File: src/rtl/mock_cu.sv
// Mock bus-and-tag control unit: passes the channel from its B side through to the
// A side and answers selection at CU_ADDRESS. Define MOCK_CU_PARITY_CHECK_EN to check bus-out parity.
module mock_cu #(
  parameter logic [7:0] CU_ADDRESS = 8'hF0
) (
  input  logic        aclk,
  input  logic        aresetn,
  input  logic [7:0]  b_bus_out,
  input  logic        b_bus_out_parity,
  input  logic        b_operational_out,
  input  logic        b_hold_out,
  input  logic        b_select_out,
  input  logic        b_address_out,
  input  logic        b_command_out,
  input  logic        b_service_out,
  input  logic        b_suppress_out,
  output logic [7:0]  b_bus_in,
  output logic        b_bus_in_parity,
  output logic        b_operational_in,
  output logic        b_request_in,
  output logic        b_select_in,
  output logic        b_address_in,
  output logic        b_status_in,
  output logic        b_service_in,
  output logic [7:0]  a_bus_out,
  output logic        a_bus_out_parity,
  output logic        a_operational_out,
  output logic        a_hold_out,
  output logic        a_select_out,
  output logic        a_address_out,
  output logic        a_command_out,
  output logic        a_service_out,
  output logic        a_suppress_out,
  input  logic [7:0]  a_bus_in,
  input  logic        a_bus_in_parity,
  input  logic        a_operational_in,
  input  logic        a_request_in,
  input  logic        a_select_in,
  input  logic        a_address_in,
  input  logic        a_status_in,
  input  logic        a_service_in,
  input  logic        mock_busy,
  input  logic        mock_short_busy,
  input  logic [15:0] mock_limit,
  output logic [7:0]  command,
  output logic [15:0] count
);

  typedef enum logic [2:0] {
    IDLE, SHORT_BUSY, ADDR_IN, WAIT_CMD, INIT_STATUS, DATA, END_STATUS, WAIT_DESEL
  } state_t;

  state_t      state;
  logic        captured;
  logic        own_opl, own_addr, own_sta, own_srv;
  logic [7:0]  own_bus;
  logic        cmd_seen;
  logic        hs_wait;
  logic        par_err;
  logic        unused_in;

  function automatic logic odd_par(input logic [7:0] d);
    return ~^d;
  endfunction

  function automatic logic [15:0] sat_inc(input logic [15:0] c);
    return (c == 16'hFFFF) ? c : c + 16'd1;
  endfunction

  function automatic logic is_in_cmd(input logic [7:0] c);
    return (c[1:0] == 2'b10) || (c[3:0] == 4'h4);
  endfunction

  function automatic logic bus_par_bad(input logic [7:0] d, input logic p);
`ifdef MOCK_CU_PARITY_CHECK_EN
    return p != odd_par(d);
`else
    return 1'b0 & p & d[0];
`endif
  endfunction

  assign a_bus_out         = b_bus_out;
  assign a_bus_out_parity  = b_bus_out_parity;
  assign a_operational_out = b_operational_out;
  assign a_hold_out        = b_hold_out;
  assign a_select_out      = b_select_out & ~captured;
  assign a_address_out     = b_address_out;
  assign a_command_out     = b_command_out;
  assign a_service_out     = b_service_out;
  assign a_suppress_out    = b_suppress_out;

  // Inbound: own registered tags merged with whatever the downstream units drive
  assign b_bus_in         = own_bus | a_bus_in;
  assign b_bus_in_parity  = odd_par(b_bus_in);
  assign b_operational_in = own_opl | a_operational_in;
  assign b_address_in     = own_addr | a_address_in;
  assign b_status_in      = own_sta | a_status_in;
  assign b_service_in     = own_srv | a_service_in;
  assign b_select_in      = a_select_in;
  assign b_request_in     = a_request_in;
  assign unused_in        = a_bus_in_parity;

  always_ff @(posedge aclk or negedge aresetn) begin
    if (!aresetn) begin
      state    <= IDLE;
      captured <= 1'b0;
      own_opl  <= 1'b0;
      own_addr <= 1'b0;
      own_sta  <= 1'b0;
      own_srv  <= 1'b0;
      own_bus  <= 8'h00;
      command  <= 8'h00;
      count    <= 16'h0000;
      cmd_seen <= 1'b0;
      hs_wait  <= 1'b0;
      par_err  <= 1'b0;
    end else begin
      if (!b_select_out) captured <= 1'b0;
      if (!b_operational_out) begin
        own_opl  <= 1'b0;
        own_addr <= 1'b0;
        own_sta  <= 1'b0;
        own_srv  <= 1'b0;
        own_bus  <= 8'h00;
        cmd_seen <= 1'b0;
        hs_wait  <= 1'b0;
        state    <= IDLE;
      end else begin
        case (state)
          IDLE: begin
            if (b_select_out && b_hold_out && b_address_out && b_bus_out == CU_ADDRESS) begin
              captured <= 1'b1;
              par_err  <= 1'b0;
              if (mock_short_busy) begin
                own_sta <= 1'b1;
                own_bus <= 8'h50;
                state   <= SHORT_BUSY;
              end else begin
                own_opl  <= 1'b1;
                own_addr <= 1'b1;
                own_bus  <= CU_ADDRESS;
                state    <= ADDR_IN;
              end
            end
          end
          SHORT_BUSY: begin
            if (!b_select_out) begin
              own_sta <= 1'b0;
              own_bus <= 8'h00;
              state   <= IDLE;
            end
          end
          ADDR_IN: begin
            if (!b_address_out) begin
              own_addr <= 1'b0;
              own_bus  <= 8'h00;
              state    <= WAIT_CMD;
            end
          end
          WAIT_CMD: begin
            if (!cmd_seen) begin
              if (b_command_out) begin
                command  <= b_bus_out;
                count    <= 16'h0000;
                cmd_seen <= 1'b1;
                par_err  <= bus_par_bad(b_bus_out, b_bus_out_parity);
              end
            end else if (!b_command_out) begin
              cmd_seen <= 1'b0;
              if (par_err) begin
                hs_wait <= 1'b1;
                state   <= END_STATUS;
              end else begin
                own_sta <= 1'b1;
                own_bus <= mock_busy ? 8'h10 : 8'h00;
                state   <= INIT_STATUS;
              end
            end
          end
          INIT_STATUS: begin
            if (b_service_out) begin
              own_sta <= 1'b0;
              own_bus <= 8'h00;
              if (mock_busy) begin
                own_opl <= 1'b0;
                state   <= WAIT_DESEL;
              end else begin
                hs_wait <= 1'b1;
                state   <= (command == 8'h00 || command[1:0] == 2'b11) ? END_STATUS : DATA;
              end
            end else if (b_command_out) begin
              own_sta <= 1'b0;
              own_opl <= 1'b0;
              own_bus <= 8'h00;
              state   <= WAIT_DESEL;
            end
          end
          // hs_wait holds off the next tag until the channel's previous reply has dropped
          DATA: begin
            if (hs_wait) begin
              if (!b_service_out && !b_command_out) hs_wait <= 1'b0;
            end else if (!own_srv) begin
              if (count == mock_limit || par_err) begin
                hs_wait <= 1'b1;
                state   <= END_STATUS;
              end else begin
                own_srv <= 1'b1;
                own_bus <= is_in_cmd(command) ? count[7:0] : 8'h00;
              end
            end else if (b_service_out) begin
              count   <= sat_inc(count);
              own_srv <= 1'b0;
              own_bus <= 8'h00;
              hs_wait <= 1'b1;
              if (!is_in_cmd(command)) par_err <= bus_par_bad(b_bus_out, b_bus_out_parity);
            end else if (b_command_out) begin
              own_srv <= 1'b0;
              own_bus <= 8'h00;
              hs_wait <= 1'b1;
              state   <= END_STATUS;
            end
          end
          END_STATUS: begin
            if (hs_wait) begin
              if (!b_service_out && !b_command_out) begin
                hs_wait <= 1'b0;
                own_sta <= 1'b1;
                own_bus <= par_err ? 8'h0E : 8'h0C;
              end
            end else if (b_service_out || b_command_out) begin
              own_sta <= 1'b0;
              own_opl <= 1'b0;
              own_bus <= 8'h00;
              state   <= WAIT_DESEL;
            end
          end
          WAIT_DESEL: begin
            if (!b_select_out && !b_hold_out) state <= IDLE;
          end
          default: state <= IDLE;
        endcase
      end
    end
  end

endmodule

File: config.mk
export PLATFORM = sky130hd
export DESIGN_NAME = mock_cu
export DESIGN_NICKNAME = d
export VERILOG_FILES = /design/src/rtl/mock_cu.sv
export SDC_FILE = /design/constraint.sdc
export NUM_CORES = 1
export LEC_CHECK = 0
export CORE_ASPECT_RATIO = 0.5
export CORE_UTILIZATION = 30
export DETAILED_ROUTE_END_ITERATION = 6
export PLACE_DENSITY_LB_ADDON = 0.05
export SLEW_MARGIN = 40
export SYNTH_ARGS = -nofsm -noshare
export SYNTH_HDL_FRONTEND = slang
export SYNTH_SLANG_ARGS = --single-unit
File: constraint.sdc
create_clock -name aclk -period 5.4 [get_ports aclk]
set_input_delay 1.35 -clock aclk [delete_from_list [all_inputs] [get_ports aclk]]
set_output_delay 1.35 -clock aclk [all_outputs]
set_load 0.01 [all_outputs]
==> results.ini, run 1 <==
[run_status]
status = complete, no violations

[synth]
syn_avg_cell_area_um2 = 9.28
synth.distinct_cells = 63
synth-main-ff-cell = dfrtp_1
syn_nets = 361
synth_warnings = 0
netlist_area_um2 = 2870
synth_edf_count = 0
synth_seq_area_share_pct = 36.7
async_reset_ff_share_pct = 100
syn_inst = 309
synth_seq_cells = 42

[cts]
htree_levels = 2
post_cts_buffers = 0
cts-resized-gates = 0
hold_buffers = 0
cts_buffer_depth = 2
cts_tree = yes
cts.clk_slew.worst_paths_ns = 0.06
cts-root-buf = clkbuf_16
cts_made_buffers = 5
cts_sinks = 42
clk_latency_ns = 0.29

[sta]
slew_violations = 0
hold_violations = 0
slew_headroom_pct = 51.1
max_freq_ghz = 0.223
finalCriticalPeriod_ns = 4.48
rsz0062_at_grt = no
tightest_slew_ns = 0.724
finalSetupViolCount = 0
period_share_pct = 83.0
fin_setup_tns_ns = 0
skew_ns = 0.00685

[detailed_routing]
wire_per_inst_um = 17.1
drt-initial-drc-count = 154
ant_nets = 0
drc_errors = 0
vias_per_cell = 5.14
num_vias = 2572
drt-pass1-iter-count = 4
wl_mm = 8.55

[place]
io_buffers = 96
placed_area_um2 = 3780
dpl.cell_count = 492
place_hpwl_mm = 6.45
globalplace.congestion = 0.801

[floorplanning]
coreArea_um2 = 8980
fp.dieH_um = 71.1
die_w_um = 140
start_util_pct = 31.9
die_area_um2 = 9970
core.rowCount = 24
ios = 106

[worst_hold_path]
min_to = captured
hold_depth = 2
hp-start = captured
min_path_type = reg -> reg

[setup_path]
required_ns = 4.05
r2r_setup_slack_ns = 2.70
timing.rr.end = count[11]
crit_chain = clkdlybuf4s50_1 -> or2_2 -> xor2_1 -> xor2_1 -> xnor2_1 -> clkdlybuf4s50_1
path_class = in -> out
crit_fanout = 2
critPathSlowestCell = clkdlybuf4s50_1
critPathMaxStageDelay_ns = 0.55
start_kind = input pin
worstRegToRegCells = 6
crit_arrival_ns = 3.13
r2r-start = state[2]
cp-end-kind = output port

[final_layout]
final_cells = 500
final_cell_mix = 95 x clkdlybuf4s50_1, 42 x dfrtp_1, 31 x xor2_1
areaGrowthSynthToFinish_pct = 39.1
antenna_cells = 0
design_area_um2 = 3990
finalNetCount = 434
fillers = 892
mostFrequentLayoutCell = clkdlybuf4s50_1
layout-drive-gt1-share_pct = 9.14

[global_route]
grt_pass1_wl_mm = 13.9
grt_usage_pct = 18.1
grt_max_degree = 43
grt_overflow = 0
antenna_found_initial = 0
grt_pass1_vias = 2627

[job]
drv_cap = 0

[power]
peakVddDrop_mv = 0.115
total_leakage_power_nw = 1.68
powerDensity_nw_per_um2 = 363

==> state kept, by name (all words and copies together) (netlist names) <==
register and cells:
captured 1, cmd_seen 1, command 8, count 16
hs_wait 1, own_addr 1, own_bus 8, own_opl 1
own_srv 1, own_sta 1, state 3
==> synthesized netlist by cell type (2+ instances only) <==
master,number,area [um2]
dfrtp_1,42,1050
xor2_1,31,272
nor2_1,24,90.1
nand2_1,21,78.8
buf_4,19,143
o21ai_0,14,70.1
or2_2,12,75.1
a21oi_1,10,50.1
a22o_1,9,78.8
nand4_1,9,56.3
nand3_1,8,40.0
buf_2,7,35.0
inv_1,7,26.3
mux2_1,7,78.8
nor4_1,6,37.5
clkbuf_1,5,18.8
nor2b_1,5,31.3
o21ai_1,5,25.0
and3_1,4,25.0
a21o_1,3,22.5
a32o_1,3,30.0
nor3_1,3,15.0
o211ai_1,3,22.5
o31ai_1,3,22.5
or3_1,3,18.8
a211oi_1,2,15.0
a21boi_0,2,15.0
a31oi_1,2,12.5
a31oi_4,2,42.5
nand2b_1,2,12.5
nor3_2,2,20.0
nor3b_1,2,15.0
xnor2_1,2,17.5
==> worst max-delay path by stage <==
stage / slack [ns] / start / cells past startpoint / to
4_1_cts: 0.91 / a_bus_in[1] / 6 / b_bus_in_parity
6_report: 0.92 / a_bus_in[0] / 6 / b_bus_in_parity
5_1_grt: 0.85 / a_bus_in[0] / 6 / b_bus_in_parity
2_1_floorplan: 1.79 / a_bus_in[0] / 4 / b_bus_in_parity
3_3_place_gp: 0.92 / a_bus_in[0] / 6 / b_bus_in_parity
3_5_place_dp: 0.91 / a_bus_in[0] / 6 / b_bus_in_parity
==> power breakdown <==
part	switching, mW	internal (mW)	total, mW
Sequential	0.111	0.379	0.490
Combinational	0.264	0.288	0.551
Clock	0.128	0.278	0.406
Total	0.503	0.944	1.45
==> critical path: cells and delay by family <==
| kind | cells | cell delay, ns |
|---|---|---|
| xor+xnor | 3 | 0.54 |
| buf+inv | 2 | 0.94 |
| simple gates | 1 | 0.29 |
==> final cells by class <==
| class | count | area [um2] | area share (%) |
|---|---|---|---|
| sequential | 42 | 1050 | 26.4 |
| inverter | 7 | 26.3 | 0.659 |
| timing repair buffer | 98 | 973 | 24.4 |
| clock buffer | 6 | 139 | 3.48 |
| multi-input combinational | 228 | 1590 | 39.9 |
| clock inverter | 2 | 60.1 | 1.51 |
| tap | 117 | 146 | 3.67 |
==> layer usage <==
metal,vias to the layer above,part of all wire [%],GRT usage (%)
met2,64,44,28.8
met4,0,0.61,3.66
met3,9,5.0,4.40
met1,1254,50,25.1
met5,-,0,0
li1,1245,-,-
==> stage by stage <==
| step | util, % | worst slack, ns | hold slack [ns] | power [mW] |
|---|---|---|---|---|
| finish | 44.4 | 0.918 | 0.483 | 1.45 |
| global route | 44.4 | 0.846 | 0.508 | 1.54 |
| CTS | 44.3 | 0.906 | 0.491 | 1.46 |
| detailed placement | 42.1 | 0.907 | 0.475 | 1.04 |
| global placement | 42.1 | 0.921 | 0.468 | 1.04 |
| floorplan | - | 1.79 | 0.441 | 0.813 |
==> cell families (layout without fill, tap and decap cells) <==
kind of cell / count (synthesis) / after routing / synth area share, %
muxes: 9 / 9 / 3.49
AOI/OAI and AO/OA: 71 / 71 / 18.4
buffers and inverters: 39 / 113 / 8.16
and+or+nand+nor: 114 / 114 / 22.8
DFF: 42 / 42 / 36.7
adders and majority gates: 1 / 1 / 0.436
xor gates and xnor gates: 33 / 33 / 10.1
Power figures use the tool's default switching activity.
==> inputs of run 2 (changes only) <==
- clock period: 5.4 -> 4.5 ns (I/O delays scaled with it)
==> run 2 against run 1 <==
  * Combinational power is 20% higher
  * Non-clock buffer count is 1 higher
  * Cell area is 0.63% lower
  * First-iteration DRC count is 27% higher
  * Total power is 15% higher
  * Global-route usage is 0.097 points higher
  * Hold slack worse by 0.0028 ns
  * Sequential share of layout area is 0.17 points higher
  * Critical endpoint unchanged
==> results.ini, run 2 (synthesis results as in run 1) <==
[detailed_routing]
wl_mm = 8.50
ant_nets = 0
vias_per_cell = 5.23
wire_per_inst_um = 17.0
drt-initial-drc-count = 196
drt-pass1-iter-count = 4
drc_errors = 0
num_vias = 2618

[final_layout]
fillers = 851
design_area_um2 = 3960
final_cells = 501
areaGrowthSynthToFinish_pct = 38.2
largest_reg_flops = 16
utilization_pct = 44.1
largestRegisters = count: 16 flops, command: 8 flops, own_bus: 8 flops
final_cell_mix = 95 x clkdlybuf4s50_1, 42 x dfrtp_1, 31 x xor2_1
layout-drive-gt1-share_pct = 9.11
mostFrequentLayoutCell = clkdlybuf4s50_1
finalNetCount = 435
regMostFlops = count
antenna_cells = 0

[sta]
hold_slack_ns = 0.480
layout_setup_ws_ns = 0.460
finalCriticalPeriod_ns = 4.04
finalSetupViolCount = 0
fin_setup_tns_ns = 0
slew_headroom_pct = 50.9
tightest_slew_ns = 0.727
max_freq_ghz = 0.248
rsz0062_at_grt = no
skew_ns = 0.00720
period_share_pct = 89.8
slew_violations = 0
hold_violations = 0

[floorplanning]
fp.dieH_um = 71.1
start_util_pct = 31.9
die_w_um = 140
core.rowCount = 24
ios = 106
coreArea_um2 = 8980
die_area_um2 = 9970

[place]
place_ws_ns = 0.451
placed_area_um2 = 3790
io_buffers = 96
dpl.cell_count = 493
globalplace.congestion = 0.832
place_hpwl_mm = 6.50

[cts]
cts_buffer_depth = 2
cts_sinks = 42
cts-resized-gates = 0
post_cts_buffers = 0
clk_latency_ns = 0.29
cts_tree = yes
htree_levels = 2
cts-root-buf = clkbuf_16
cts.clk_slew.worst_paths_ns = 0.07
cts_made_buffers = 5
hold_buffers = 0

[power]
design_power_total_mw = 1.67
powerDensity_nw_per_um2 = 421
total_leakage_power_nw = 1.66
peakVddDrop_mv = 0.161

[global_route]
grt_pass1_wl_mm = 13.9
grt_usage_pct = 18.2
grt_max_degree = 43
grt_pass1_vias = 2586
grt_overflow = 0
antenna_found_initial = 0

[setup_path]
crit_arrival_ns = 2.92
path_class = in -> out
critPathSlowestCell = clkdlybuf4s50_1
required_ns = 3.38
critPathMaxStageDelay_ns = 0.55
start_kind = input pin
cp-end-kind = output port
worstRegToRegCells = 6
crit_chain = clkdlybuf4s50_1 -> or2_2 -> xor2_1 -> xor2_1 -> xnor2_1 -> clkdlybuf4s50_1
crit_fanout = 2

[worst_hold_path]
hold_depth = 2
min_path_type = reg -> reg

[job]
drv_cap = 0

[run_status]
status = complete, no violations

## run 2: changes by cell type in the layout (fill, tap and decap cells not counted), sizes merged
cell      delta
buf          +1
clkinvlp     +1
bufinv       -1
## run 2: critical path, delay by kind of cell
family	cells	cell delay, ns
AND/OR/NAND/NOR	1	0.31
XOR/XNOR	3	0.52
buffers and inverters	2	0.97
## run 2: report_power, final
| part | internal [mW] | leakage, nW | total, mW | switching [mW] |
|---|---|---|---|---|
| combinational | 0.345 | 1.02 | 0.661 | 0.316 |
| sequential | 0.455 | 0.564 | 0.588 | 0.133 |
| clock | 0.262 | 0.0771 | 0.418 | 0.155 |
| total | 1.06 | 1.66 | 1.67 | 0.605 |
## run 2: layout make-up
cell class / count / area (um2) / share of cell area (%)
timing repair buffer: 99 / 981 / 24.8
inverter: 7 / 26.3 / 0.663
clock buffer: 6 / 129 / 3.25
tap: 117 / 146 / 3.70
multi-input combinational: 228 / 1590 / 40.1
sequential: 42 / 1050 / 26.5
clock inverter: 2 / 37.5 / 0.948
## run 2: path summary, 6_finish.rpt
check / slack (ns) / from / endpoint
min reg2reg: 0.48 / own_sta / own_sta
min in group asynchronous: 0.82 / aresetn / own_opl
min: 0.48 / own_sta / own_sta
max in group asynchronous: 3.29 / aresetn / count[14]
max reg2reg: 1.86 / state[1] / own_bus[0]
max: 0.46 / a_bus_in[2] / b_bus_in_parity
## run 2: metal layers
metal	part of all wire, %	GRT usage (%)	vias to the layer above	wire length [um]
met5	0	0	-	0
li1	-	-	1253	-
met3	5.9	4.40	11	504
met4	1.1	4.40	0	93
met1	49	25.8	1276	4120
met2	44	27.9	78	3770
==> inputs of run 3 (changes only) <==
- SKIP_LAST_GASP: not set -> 1
==> results of run 3 <==
Same layout as run 2: the final DEF is identical, and so are final timing and power.
